`src/rtl/sled_pkg.sv`:
```
// Shared font, off code and segment encoder for the seven-segment scan driver.
package sled_pkg;

  localparam logic [7:0] SEG_OFF = 8'hFF;

  // Active-low hex font, index = nibble value, bit7 = dp, bits6:0 = g..a.
  localparam logic [15:0][7:0] HEX_FONT = {
    8'h8E, 8'h86, 8'hA1, 8'hC6, 8'h83, 8'h88, 8'h90, 8'h80,
    8'hF8, 8'h82, 8'h92, 8'h99, 8'hB0, 8'hA4, 8'hF9, 8'hC0
  };

  // Active-low segment byte for one digit; blank overrides the dp.
  function automatic logic [7:0] to_seg(input logic [3:0] nibble,
                                        input logic       dp,
                                        input logic       blank);
    logic [7:0] s;
    s = HEX_FONT[nibble];
    if (dp) s[7] = 1'b0;
    if (blank) s = SEG_OFF;
    return s;
  endfunction

endpackage

```
`src/rtl/sled_prescale.sv`:
```
// Slot prescaler: registered terminal-count pulse and anti-ghosting blank window.
module sled_prescale #(
  parameter int unsigned SCAN_DIV  = 50000,
  parameter int unsigned BLANK_CYC = 500
) (
  input  logic clock,
  input  logic reset,
  output logic tc,
  output logic in_blank
);

  localparam int unsigned CW = (SCAN_DIV > 1) ? $clog2(SCAN_DIV) : 1;
  localparam logic [CW-1:0] LAST = CW'(SCAN_DIV - 1);

  logic [CW-1:0] count;
  logic [CW-1:0] count_next;
  logic          blank_next;

  // Next count value; flags are registered against it so they line up with count.
  always_comb begin
    count_next = count + CW'(1);
    if (count == LAST) count_next = '0;
  end

  if (BLANK_CYC == 0) begin : g_no_blank
    assign blank_next = 1'b0;
  end else begin : g_blank
    assign blank_next = (count_next < CW'(BLANK_CYC));
  end

  // Count register with tc (count == LAST) and in_blank (count < BLANK_CYC).
  always_ff @(posedge clock or posedge reset) begin
    if (reset) begin
      count    <= '0;
      tc       <= 1'b0;
      in_blank <= (BLANK_CYC != 0);
    end else begin
      count    <= count_next;
      tc       <= (count_next == LAST);
      in_blank <= blank_next;
    end
  end

endmodule

```
`src/rtl/sled_scan.sv`:
```
// Time-multiplexed N-digit seven-segment driver with frame-synchronous double buffer.
module sled_scan
  import sled_pkg::*;
#(
  parameter int unsigned NUM_DIGITS     = 4,
  parameter int unsigned SCAN_DIV       = 50000,
  parameter int unsigned BLANK_CYC      = 500,
  parameter bit          SEG_ACTIVE_LOW = 1'b1,
  parameter bit          DIG_ACTIVE_LOW = 1'b1
) (
  input  logic                    clock,
  input  logic                    reset,
  input  logic                    load,
  input  logic [4*NUM_DIGITS-1:0] data_in,
  input  logic [NUM_DIGITS-1:0]   dp_in,
  input  logic [NUM_DIGITS-1:0]   blank_in,
  output logic [7:0]              seg,
  output logic [NUM_DIGITS-1:0]   dig,
  output logic                    frame_tick
);

  localparam int unsigned IW = (NUM_DIGITS > 1) ? $clog2(NUM_DIGITS) : 1;
  localparam int unsigned DW = 4 * NUM_DIGITS;
  localparam logic [IW-1:0] IDX_LAST = IW'(NUM_DIGITS - 1);
  localparam logic [7:0] SEG_IDLE = SEG_ACTIVE_LOW ? SEG_OFF : ~SEG_OFF;
  localparam logic [NUM_DIGITS-1:0] DIG_IDLE = DIG_ACTIVE_LOW ? '1 : '0;

  logic                  tc;
  logic                  in_blank;
  logic                  wrap_c;
  logic [IW-1:0]         idx;

  logic [DW-1:0]         shadow_data;
  logic [NUM_DIGITS-1:0] shadow_dp;
  logic [NUM_DIGITS-1:0] shadow_blank;
  logic                  pending;
  logic [DW-1:0]         active_data;
  logic [NUM_DIGITS-1:0] active_dp;
  logic [NUM_DIGITS-1:0] active_blank;

  logic [3:0]            nibble_c;
  logic [7:0]            seg_c;
  logic [NUM_DIGITS-1:0] dig_c;

  sled_prescale #(
    .SCAN_DIV  (SCAN_DIV),
    .BLANK_CYC (BLANK_CYC)
  ) u_prescale (
    .clock    (clock),
    .reset    (reset),
    .tc       (tc),
    .in_blank (in_blank)
  );

  assign wrap_c = tc && (idx == IDX_LAST);

  // Digit index advances once per slot and wraps into a new frame.
  always_ff @(posedge clock or posedge reset) begin
    if (reset) begin
      idx        <= '0;
      frame_tick <= 1'b0;
    end else begin
      frame_tick <= wrap_c;
      if (tc) idx <= wrap_c ? '0 : idx + IW'(1);
    end
  end

  // Double buffer: loads land in shadow; active only changes on a frame wrap.
  always_ff @(posedge clock or posedge reset) begin
    if (reset) begin
      shadow_data  <= '0;
      shadow_dp    <= '0;
      shadow_blank <= '0;
      pending      <= 1'b0;
      active_data  <= '0;
      active_dp    <= '0;
      active_blank <= '0;
    end else begin
      if (load) begin
        shadow_data  <= data_in;
        shadow_dp    <= dp_in;
        shadow_blank <= blank_in;
      end
      if (wrap_c) begin
        pending <= 1'b0;
        if (load) begin
          active_data  <= data_in;
          active_dp    <= dp_in;
          active_blank <= blank_in;
        end else if (pending) begin
          active_data  <= shadow_data;
          active_dp    <= shadow_dp;
          active_blank <= shadow_blank;
        end
      end else if (load) begin
        pending <= 1'b1;
      end
    end
  end

  // Decode the selected digit in active-low, active-high select form.
  always_comb begin
    nibble_c = 4'(active_data >> {idx, 2'b00});
    seg_c    = to_seg(nibble_c, active_dp[idx], active_blank[idx]);
    dig_c    = NUM_DIGITS'(1) << idx;
    if (in_blank) begin
      seg_c = SEG_OFF;
      dig_c = '0;
    end
  end

  // Output registers apply board polarity.
  always_ff @(posedge clock or posedge reset) begin
    if (reset) begin
      seg <= SEG_IDLE;
      dig <= DIG_IDLE;
    end else begin
      seg <= SEG_ACTIVE_LOW ? seg_c : ~seg_c;
      dig <= DIG_ACTIVE_LOW ? ~dig_c : dig_c;
    end
  end

endmodule

```
`config.mk`:
```
export PLATFORM = sky130hd
export DESIGN_NAME = sled_scan
export DESIGN_NICKNAME = d
export VERILOG_FILES = /design/src/rtl/sled_pkg.sv /design/src/rtl/sled_prescale.sv /design/src/rtl/sled_scan.sv
export SDC_FILE = /design/constraint.sdc
export NUM_CORES = 1
export LEC_CHECK = 0
export CORE_ASPECT_RATIO = 1.75
export CORE_MARGIN = 1
export CORE_UTILIZATION = 61
export CTS_CLUSTER_SIZE = 14
export DETAILED_ROUTE_END_ITERATION = 8
export DONT_BUFFER_PORTS = 1
export PLACE_DENSITY = 0.77
export SLEW_MARGIN = 40
export SYNTH_ARGS = -nofsm -noshare
export SYNTH_HDL_FRONTEND = slang
export SYNTH_HIERARCHICAL = 1
export SYNTH_SLANG_ARGS = --single-unit
```
`constraint.sdc`:
```
create_clock -name clock -period 6 [get_ports clock]
set_clock_uncertainty 0.15 [all_clocks]
set_input_delay 1.5 -clock clock [delete_from_list [all_inputs] [get_ports clock]]
set_output_delay 1.5 -clock clock [all_outputs]
set_load 0.01 [all_outputs]
```
==> flow_metrics.tcl, run 1 <==
set metrics [dict create \
    min_path_type "register to register" \
    netlist_area_um2 3800 \
    r2r_end "seg[1]$_DFF_PP1_" \
    h-tree-depth 3 \
    combinational_family_with_the_most_area_after_synthesis "multiplexers" \
    placed_cells_incl_taps 354 \
    finalSetupTns_ns 0 \
    timing.critical_path.arrival_ns 0.91 \
    net_switching_component_of_the_power_mw 0.219 \
    timing.slew.headroom_pct 49.3 \
    switching_share_pct 21.5 \
    least_margin_pin_slew_ns 0.757 \
    place_congestion 0.773 \
    crit_startpoint "dig[3]$_DFF_PP1_" \
    sequentialPowerShare_pct 56.2 \
    synthSimpleGateAreaFrac_pct 11.4 \
    cp.required_ns 4.35 \
    buffer_depth_of_the_longest_clock_path 2 \
    async_reset_ff_share_pct 100 \
    critical_path.startpoint_type "register" \
    type_of_the_setup_path_with_the_least_slack "register to primary output" \
    post_cts_setup_driven_buffer_insertion_count 0 \
    synthAdderAreaFrac_pct 3.63 \
    r2r_start "idx[0]$_DFFE_PP0P_" \
    routed_via_count 2196 \
    yosysWarningCount 6 \
    cts_buffers 9 \
    dr_wl_met3_um 243 \
    postPlaceCellArea_um2 3830 \
    drive_above_1_share_pct 32.5 \
    clock_sink_count 82 \
    ant_nets 0 \
    synth_mux_area_share_pct 19.4 \
    cp_num_cells 0 \
    final_cell_mix "sky130_fd_sc_hd__dfrtp_1, sky130_fd_sc_hd__mux2_2, sky130_fd_sc_hd__nor2_1" \
    leakage_component_of_the_power_nw 1.74 \
    powerDensity_nw_per_um2 252 \
    final-max-slew-violation-count 0 \
    finalCritPeriodShare_pct 42.7 \
    top_signal_layer_used "met4" \
    clk_latency_ns 0.35 \
    ctsResizeCount 0 \
    core_region_area_um2 5930 \
    met1_wire_length_mm 2.38 \
    clk_pin_slew_worst_paths_ns 0.08 \
    end_kind "primary output" \
    synth_cell_type_count 50 \
    area_occupied_by_multi_input_gates_um2 1600 \
    pre_cts_worst_setup_slack_ns 3.18 \
    clock-root-buffer "sky130_fd_sc_hd__clkbuf_8" \
    finalWorstPathRequiredPeriod_ns 2.56 \
    crit_path_end "dig[3]" \
    dieArea_um2 6560 \
    grt_pass1_vias 2295 \
    areaGrowthSynthToFinish_pct 6.53 \
    mappedNetlistNets 325 \
    mostFrequentLayoutCell "sky130_fd_sc_hd__dfrtp_1" \
    worstRegToRegCells 5 \
    post-route-worst-setup-slack_ns 3.44 \
    fp.dieW_um 61.6 \
    post_drt_via_cell_ratio 5.94 \
    buffer_ports.inserted 0 \
    tritoncts "built" \
    post_synth_inst_count 287 \
    share_clk_of_total_power_pct 40.4 \
    global_route_wire_length_before_repair_mm 10.9 \
    r2r_setup_slack_ns 3.58 \
    antenna-diode-count 0 \
    globalRoute.totalOverflow 0 \
    final_net_count 325 \
    fin_cells 370 \
    detail_route.iter0.violations 98 \
    grt_antenna_before_repair 0 \
    wl_met2_mm 3.77 \
    ys_ff_latch 82 \
    rsz0062_at_grt "false" \
    detail_route.drc_violations 0 \
    top_level_ports 40 \
    synth-edff-count 0 \
    yosysSeqAreaShare_pct 54.5 \
    synthXorXnorAreaFrac_pct 3.46 \
    grtUsageTotal_pct 23.4 \
    timing.fmax_mhz 390 \
    chipHeight_um 106 \
    floorplan.initialDensity_pct 64.1 \
    wl_per_cell_um 17.9 \
    wl_mm 6.62 \
    fp-row-count 37 \
    cts_hold_repair.buffers 0 \
    layout.area.seq_um2 2070 \
    layout.cell_area.non_filler_um2 4040 \
    dr.pass1.iters 4 \
    fillCellCount 455 \
    critical_path.max_fanout 1 \
    run_status "complete, no violations" \
    synth-compound-area-share_pct 4.09 \
    vdd.ir_drop.worst_v 0.000201 \
    comb_power_share_pct 3.4 \
    timing.final.hold_violations 0 \
    final_hpwl_from_detailed_placement_mm 4.87 \
    intPower_mw 0.801 \
    cap_viol_max_count 0 \
    report.final.setup_viol 0 \
    synth-main-ff-cell "sky130_fd_sc_hd__dfrtp_1" \
    avg_inst_size_synth_um2 13.2 \
    grt_start_max_net_pins 65 \
]
-- final cells by class --
cell class                      instances  share of cell area [%]
Timing Repair Buffer                    1                   0.278
Sequential cell                        82                    51.1
Multi-Input combinational cell        180                    39.7
Clock inverter                          5                    1.55
Clock buffer                           11                    3.74
Tap cell                               78                    2.41
Inverter                               13                    1.21
-- power by group through the flow --
stage	Sequential, mW	Clock (mW)	Combinational (mW)
floorplan	0.582	0	0.0307
CTS	0.573	0.420	0.0362
finish	0.573	0.412	0.0349
global route	0.575	0.445	0.0398
global placement	0.582	0	0.0351
detailed placement	0.584	0	0.0361
-- per-layer routing --
| metal | global-route usage, % | up-vias |
|---|---|---|
| met3 | 6.20 | 16 |
| met4 | 13.3 | 0 |
| met2 | 39.7 | 52 |
| met1 | 24.8 | 1120 |
| met5 | 0 | - |
| li1 | - | 1008 |
-- state kept, by name, indices dropped and copies added (netlist names), 2 cells and up --
name,flops
active_blank,4
u_prescale/count,16
active_data,16
shadow_dp,4
idx,2
dig,4
shadow_blank,4
shadow_data,16
seg,8
active_dp,4
-- logic make-up (layout without fill, tap and decap cells) --
| family | Yosys count | after routing |
|---|---|---|
| buffers and inverters | 25 | 30 |
| xor gates and xnor gates | 15 | 15 |
| adders and majority gates | 11 | 11 |
| AOI/OAI and AO/OA | 25 | 25 |
| and+or+nand+nor | 71 | 71 |
| DFF | 82 | 82 |
| muxes | 58 | 58 |
-- cell usage after synthesis, types with 2 or more instances --
library cell / n / area [um^2]
sky130_fd_sc_hd__a21oi_1: 7 / 35.0
sky130_fd_sc_hd__a31oi_1: 3 / 18.8
sky130_fd_sc_hd__buf_1: 2 / 7.51
sky130_fd_sc_hd__buf_2: 3 / 15.0
sky130_fd_sc_hd__buf_4: 2 / 15.0
sky130_fd_sc_hd__buf_6: 4 / 45.0
sky130_fd_sc_hd__dfrtp_1: 69 / 1730
sky130_fd_sc_hd__dfstp_2: 13 / 342
sky130_fd_sc_hd__ha_1: 11 / 138
sky130_fd_sc_hd__inv_1: 13 / 48.8
sky130_fd_sc_hd__mux2_2: 48 / 541
sky130_fd_sc_hd__mux2i_1: 3 / 30.0
sky130_fd_sc_hd__mux4_1: 4 / 105
sky130_fd_sc_hd__mux4_2: 2 / 45.0
sky130_fd_sc_hd__nand2_1: 13 / 48.8
sky130_fd_sc_hd__nand2b_1: 5 / 31.3
sky130_fd_sc_hd__nand3_1: 6 / 30.0
sky130_fd_sc_hd__nor2_1: 18 / 67.6
sky130_fd_sc_hd__nor2_2: 2 / 12.5
sky130_fd_sc_hd__nor2b_1: 2 / 12.5
sky130_fd_sc_hd__nor3_1: 3 / 15.0
sky130_fd_sc_hd__nor3_2: 2 / 20.0
sky130_fd_sc_hd__nor3b_1: 2 / 15.0
sky130_fd_sc_hd__o211ai_1: 2 / 15.0
sky130_fd_sc_hd__o21ai_0: 5 / 25.0
sky130_fd_sc_hd__o21ai_1: 2 / 10.0
sky130_fd_sc_hd__o221ai_1: 4 / 35.0
sky130_fd_sc_hd__or3_1: 2 / 12.5
sky130_fd_sc_hd__xnor2_1: 9 / 78.8
sky130_fd_sc_hd__xor2_1: 6 / 52.6
-- metrics by stage --
stage	util [%]	power [mW]	hold WS, ns
6_report	68.2	1.02	0.350
5_1_grt	68.2	1.06	0.362
4_1_cts	68.2	1.03	0.353
3_5_place_dp	64.6	0.620	0.334
2_1_floorplan	-	0.612	0.312
3_3_place_gp	64.4	0.617	0.328
-- how the worst min path moves through the flow --
stage,from,to,slack (ns),depth (start not counted)
after global routing,shadow_data[10]$_DFFE_PP0P_,shadow_data[10]$_DFFE_PP0P_,0.36,1
final,shadow_data[1]$_DFFE_PP0P_,shadow_data[1]$_DFFE_PP0P_,0.35,1
after global placement,shadow_data[1]$_DFFE_PP0P_,shadow_data[1]$_DFFE_PP0P_,0.33,1
after detailed placement,shadow_data[1]$_DFFE_PP0P_,shadow_data[1]$_DFFE_PP0P_,0.33,1
after CTS,shadow_data[1]$_DFFE_PP0P_,shadow_data[1]$_DFFE_PP0P_,0.35,1
after floorplan,pending$_DFFE_PP0P_,pending$_DFFE_PP0P_,0.31,2
Power figures use the tool's default switching activity.
==> inputs of run 2 (changes only) <==
--- a/config.mk
+++ b/config.mk
@@ -7,11 +7,11 @@
 export LEC_CHECK = 0
 export CORE_ASPECT_RATIO = 1.75
 export CORE_MARGIN = 1
-export CORE_UTILIZATION = 61
+export CORE_UTILIZATION = 57
 export CTS_CLUSTER_SIZE = 14
 export DETAILED_ROUTE_END_ITERATION = 8
 export DONT_BUFFER_PORTS = 1
-export PLACE_DENSITY = 0.77
+export PLACE_DENSITY = 0.75
 export SLEW_MARGIN = 40
 export SYNTH_ARGS = -nofsm -noshare
 export SYNTH_HDL_FRONTEND = slang
==> constraint.sdc (replaced) <==
create_clock -name clock -period 2.3 [get_ports clock]
set_clock_uncertainty 0.15 [all_clocks]
set_input_delay 0.575 -clock clock [delete_from_list [all_inputs] [get_ports clock]]
set_output_delay 0.575 -clock clock [all_outputs]
set_load 0.01 [all_outputs]
==> run 2 against run 1 <==
Setup slack got worse by 3.3 ns. Clock power rose to 3.0 times the previous value. Non-clock buffer count grew 7. Register-to-register slack lost 3.5 ns. Hold slack got worse by 0.26 ns. Critical path depth increased by 7. Core utilization shrank 4.1 points. Flip-flop and latch count did not move. First-iteration DRC count rose by 1.0%.
==> flow_metrics.tcl, run 2 (synthesis results as in run 1) <==
set metrics [dict create \
    run_status "complete, no violations" \
    place_congestion 0.867 \
    final_cell_mix "sky130_fd_sc_hd__dfrtp_1, sky130_fd_sc_hd__mux2_2, sky130_fd_sc_hd__nor2_1" \
    dieArea_um2 7000 \
    worstRegToRegCells 7 \
    finalWorstPathRequiredPeriod_ns 2.18 \
    end_kind "register" \
    finalSetupTns_ns 0 \
    detail_route.iter0.violations 99 \
    clk_latency_ns 0.34 \
    report.final.setup_viol 0 \
    type_of_the_setup_path_with_the_least_slack "register to register" \
    chipHeight_um 110 \
    post_drt_via_cell_ratio 5.80 \
    mostFrequentLayoutCell "sky130_fd_sc_hd__dfrtp_1" \
    globalRoute.totalOverflow 0 \
    cts_buffers 9 \
    powerDensity_nw_per_um2 679 \
    r2r_start "u_prescale/count[0]$_DFF_PP0_" \
    final_net_count 332 \
    post-route-worst-setup-slack_ns 0.123 \
    finalCritPeriodShare_pct 94.7 \
    core_region_area_um2 6490 \
    antenna-diode-count 0 \
    top_level_ports 40 \
    tritoncts "built" \
    grtUsageTotal_pct 22.5 \
    buffer_ports.inserted 0 \
    wl_mm 6.87 \
    cap_viol_max_count 0 \
    cp.required_ns 2.40 \
    final-max-slew-violation-count 0 \
    dr.pass1.iters 4 \
    r2r_setup_slack_ns 0.12 \
    finish.utilization_pct 64.1 \
    fillCellCount 470 \
    drive_above_1_share_pct 31.8 \
    rsz0062_at_grt "false" \
    least_margin_pin_slew_ns 0.720 \
    ctsResizeCount 0 \
    fp-row-count 39 \
    detail_route.drc_violations 0 \
    timing.final.hold_violations 0 \
    timing.fmax_mhz 459 \
    grt_start_max_net_pins 43 \
    critical_path.max_fanout 5 \
    min_path_type "input port to async pin" \
    fp.dieW_um 63.7 \
    clock_sink_count 82 \
    routed_via_count 2208 \
    buffer_depth_of_the_longest_clock_path 2 \
    clk_pin_slew_worst_paths_ns 0.05 \
    h-tree-depth 3 \
    grt_pass1_vias 2326 \
    ant_nets 0 \
    vdd.ir_drop.worst_v 0.000449 \
    pre_cts_worst_setup_slack_ns 0.182 \
    wl_per_cell_um 18.0 \
    crit_path_end "u_prescale/in_blank$_DFF_PP1_" \
    biggestRegsByFlops "active_data x16, shadow_data x16, u_prescale/count x16" \
    leakage_component_of_the_power_nw 1.81 \
    critical_path.startpoint_type "register" \
    areaGrowthSynthToFinish_pct 9.59 \
    timing.critical_path.arrival_ns 2.27 \
    clock-root-buffer "sky130_fd_sc_hd__clkbuf_16" \
    grt_antenna_before_repair 0 \
    global_route_wire_length_before_repair_mm 11.1 \
    final_hpwl_from_detailed_placement_mm 4.95 \
    r2r_end "u_prescale/in_blank$_DFF_PP1_" \
    crit_startpoint "u_prescale/count[0]$_DFF_PP0_" \
    floorplan.initialDensity_pct 58.5 \
    timing.slew.headroom_pct 52.0 \
]
[run 2: changes by cell type in the layout (fill, tap and decap cells not counted), moves of 2 or more]
cell                        before  now
sky130_fd_sc_hd__clkbuf_8       11    0
sky130_fd_sc_hd__buf_12          0    2
sky130_fd_sc_hd__clkbuf_16       0    9
sky130_fd_sc_hd__clkinv_4        2    0
sky130_fd_sc_hd__buf_4           0    5
sky130_fd_sc_hd__clkbuf_1        0    6
[run 2: metal layers]
metal | routed length (um) | share of wire [%] | GRT usage [%]
met5 | 0 | 0 | 0
met3 | 279 | 4.1 | 7.05
met2 | 3970 | 58 | 42.1
met4 | 250 | 3.6 | 13.8
met1 | 2370 | 34 | 20.8
[run 2: final cells by class]
type / count / area, um^2 / share of cell area (%)
sequential: 82 / 2070 / 49.7
multi-input combinational: 180 / 1600 / 38.4
clock buffer: 15 / 248 / 5.95
tap: 82 / 103 / 2.47
timing repair buffer: 8 / 87.6 / 2.11
inverter: 13 / 52.6 / 1.26
clock inverter: 1 / 5.00 / 0.120
[run 2: repair_timing]
action	in CTS	in global routing
buffers inserted	0	0
hold buffers	1	0
hold endpoints to repair	22	0
[run 2: worst min path at each step]
stage                                from                        endpoint  slack [ns]  cells after the start
6_report                            reset   u_prescale/count[5]$_DFF_PP0_        0.09                      1
5_1_grt                             reset   u_prescale/count[5]$_DFF_PP0_        0.15                      1
4_1_cts                             reset  u_prescale/count[10]$_DFF_PP0_        0.11                      1
3_5_place_dp   shadow_data[3]$_DFFE_PP0P_      shadow_data[3]$_DFFE_PP0P_        0.34                      1
3_3_place_gp   shadow_data[2]$_DFFE_PP0P_      shadow_data[2]$_DFFE_PP0P_        0.33                      1
2_1_floorplan         pending$_DFFE_PP0P_             pending$_DFFE_PP0P_        0.31                      2
[run 2: worst max-delay path, stage by stage (launching register included)]
cell and delay [ns]:
sky130_fd_sc_hd__dfrtp_1 0.41, sky130_fd_sc_hd__ha_1 0.29, sky130_fd_sc_hd__xnor2_1 0.42, sky130_fd_sc_hd__a21oi_1 0.12
sky130_fd_sc_hd__o21ai_0 0.14, sky130_fd_sc_hd__o21ai_0 0.11, sky130_fd_sc_hd__and4_4 0.19, sky130_fd_sc_hd__nor4b_2 0.24
[run 2: report_power, final]
part | internal (mW) | switching, mW
clock network | 0.730 | 0.502
registers | 1.49 | 0.00980
logic | 0.0447 | 0.0521
[run 2: per-stage QoR]
step                      instance area (um^2)  instances  power (mW)  hold WS [ns]
after global routing                      4160        381        2.94         0.152
after detailed placement                  3900        364        1.62         0.336
after floorplan                           3800        287        1.60         0.312
final                                     4160        381        2.83        0.0935
after global placement                    3900        364        1.61         0.329
after CTS                                 4160        381        2.86         0.115
==> inputs of run 3 (changes only) <==
--- a/config.mk
+++ b/config.mk
@@ -12,7 +12,7 @@
 export DETAILED_ROUTE_END_ITERATION = 8
 export DONT_BUFFER_PORTS = 1
 export PLACE_DENSITY = 0.75
-export SLEW_MARGIN = 40
+export SETUP_SLACK_MARGIN = 0.4
 export SYNTH_ARGS = -nofsm -noshare
 export SYNTH_HDL_FRONTEND = slang
 export SYNTH_HIERARCHICAL = 1
==> run 3 against run 2 <==
Cell area rose by 13%. Clock-buffer cell count shrank 4. Setup slack improved by 0.15 ns. First-iteration DRC count up 66%. Highest routed layer unchanged. Sequential share of layout area down 5.4 points. Combinational power barely moved. Register-to-register slack improved by 0.15 ns. Non-clock buffer count up 35. Clock power increased by 18%. Routed wire length grew 17%. Critical path depth decreased by 1. Global-route usage grew 0.76 points.
==> flow_metrics.tcl, run 3 (synthesis results as in run 1) <==
set metrics [dict create \
    run_status "complete, no violations" \
    worstRegToRegCells 6 \
    final_cell_mix "sky130_fd_sc_hd__dfrtp_1, sky130_fd_sc_hd__mux2_2, sky130_fd_sc_hd__buf_4" \
    powerDensity_nw_per_um2 647 \
    fp.dieW_um 63.7 \
    cp.required_ns 2.40 \
    finalWorstPathRequiredPeriod_ns 2.03 \
    top_level_ports 40 \
    wl_per_cell_um 19.2 \
    dieArea_um2 7000 \
    leakage_component_of_the_power_nw 2.05 \
    dr.pass1.iters 6 \
    cts_buffers 9 \
    h-tree-depth 3 \
    critical_path.max_fanout 8 \
    globalRoute.totalOverflow 0 \
    clk_pin_slew_worst_paths_ns 0.06 \
    post_drt_via_cell_ratio 5.81 \
    final_hpwl_from_detailed_placement_mm 4.88 \
    net_switching_component_of_the_power_mw 0.618 \
    chipHeight_um 110 \
    drive_above_1_share_pct 49.9 \
    buffer_depth_of_the_longest_clock_path 2 \
    biggestRegsByFlops "active_data x16, shadow_data x16, u_prescale/count x16" \
    detail_route.drc_violations 0 \
    min_path_type "input port to async pin" \
    report.final.setup_viol 0 \
    r2r_setup_slack_ns 0.27 \
    timing.slew.headroom_pct 50.8 \
    wl_mm 8.03 \
    detail_route.iter0.violations 164 \
    cap_viol_max_count 0 \
    r2r_end "u_prescale/in_blank$_DFF_PP1_" \
    routed_via_count 2422 \
    grt_pass1_vias 2482 \
    areaGrowthSynthToFinish_pct 23.8 \
    final-max-slew-violation-count 0 \
    sequentialPowerShare_pct 49.2 \
    core_region_area_um2 6490 \
    finish.utilization_pct 72.4 \
    end_kind "register" \
    finalCritPeriodShare_pct 88.3 \
    share_clk_of_total_power_pct 47.7 \
    antenna-diode-count 0 \
    place_congestion 0.870 \
    grt_antenna_before_repair 0 \
    crit_startpoint "u_prescale/count[3]$_DFF_PP0_" \
    r2r_start "u_prescale/count[3]$_DFF_PP0_" \
    timing.fmax_mhz 493 \
    rsz0062_at_grt "true" \
    mostFrequentLayoutCell "sky130_fd_sc_hd__dfrtp_1" \
    clock-root-buffer "sky130_fd_sc_hd__clkbuf_16" \
    least_margin_pin_slew_ns 0.737 \
    switching_share_pct 20.3 \
    timing.critical_path.arrival_ns 2.13 \
    type_of_the_setup_path_with_the_least_slack "register to register" \
    grt_start_max_net_pins 29 \
    clock_sink_count 82 \
    final_net_count 368 \
    buffer_ports.inserted 0 \
    floorplan.initialDensity_pct 58.5 \
    ant_nets 0 \
    critical_path.startpoint_type "register" \
    total_power_draw_mw 3.04 \
    timing.final.hold_violations 0 \
    clk_latency_ns 0.34 \
    finalSetupTns_ns 0 \
    fp-row-count 39 \
    intPower_mw 2.42 \
    vdd.ir_drop.worst_v 0.000489 \
    tritoncts "built" \
    global_route_wire_length_before_repair_mm 11.8 \
    grtUsageTotal_pct 23.3 \
    comb_power_share_pct 3.2 \
]
[run 3: per-stage QoR]
| stage | worst slack (ns) | instance area [um^2] | hold WS [ns] | cells |
|---|---|---|---|---|
| 6_report | 0.270 | 4700 | 0.0953 | 417 |
| 5_1_grt | 0.200 | 4700 | 0.158 | 417 |
| 4_1_cts | 0.347 | 4480 | 0.116 | 401 |
| 3_5_place_dp | 0.0963 | 3920 | 0.335 | 365 |
| 3_3_place_gp | 0.162 | 3920 | 0.329 | 365 |
| 2_1_floorplan | 0.357 | 3820 | 0.319 | 287 |
[run 3: final cells by class]
cell class / count / area, um^2
Sequential cell: 82 / 2080
Clock buffer: 11 / 253
Clock inverter: 5 / 52.6
Inverter: 13 / 52.6
Multi-Input combinational cell: 181 / 1770
Tap cell: 82 / 103
Fill cell: 415 / 1790
Timing Repair Buffer: 43 / 387
[run 3: worst max path at each step]
| stage | endpoint | slack (ns) | depth (start not counted) |
|---|---|---|---|
| final | u_prescale/in_blank$_DFF_PP1_ | 0.27 | 6 |
| after global routing | u_prescale/in_blank$_DFF_PP1_ | 0.20 | 6 |
| after CTS | u_prescale/in_blank$_DFF_PP1_ | 0.35 | 8 |
| after detailed placement | seg[3]$_DFF_PP1_ | 0.1 | 7 |
| after global placement | seg[3]$_DFF_PP1_ | 0.16 | 7 |
| after floorplan | seg[3]$_DFF_PP1_ | 0.36 | 6 |
[run 3: power by group through the flow]
stage | registers [mW] | clock network, mW | logic (mW)
2_1_floorplan | 1.52 | 0 | 0.0811
3_3_place_gp | 1.52 | 0 | 0.0956
3_5_place_dp | 1.52 | 0 | 0.0979
4_1_cts | 1.50 | 1.46 | 0.101
5_1_grt | 1.50 | 1.52 | 0.109
6_report | 1.50 | 1.45 | 0.0965
[run 3: critical path, stage by stage (launching register included)]
cell                      delay [ns]
sky130_fd_sc_hd__dfrtp_2        0.44
sky130_fd_sc_hd__and3_4         0.24
sky130_fd_sc_hd__nand3_4        0.13
sky130_fd_sc_hd__xnor2_1        0.20
sky130_fd_sc_hd__or3_4          0.36
sky130_fd_sc_hd__a21oi_4        0.19
sky130_fd_sc_hd__nor4b_4        0.23
[run 3: layer usage]
metal	up-vias	share of wire [%]	GRT usage (%)
li1	1101	-	-
met1	1241	34	21.5
met2	59	58	43.9
met3	21	3.8	7.99
met4	0	3.3	12.2
met5	-	0	0
[run 3: repair_timing]
| action | in CTS | in global routing |
|---|---|---|
| setup endpoints to repair | 33 | 28 |
| endpoints found under the hold margin | 19 | 0 |
| pin swaps | 6 | 7 |
| resized for setup | 21 | 15 |
| hold buffers | 1 | 0 |
| buffers inserted | 18 | 14 |
| gates cloned | 1 | 2 |
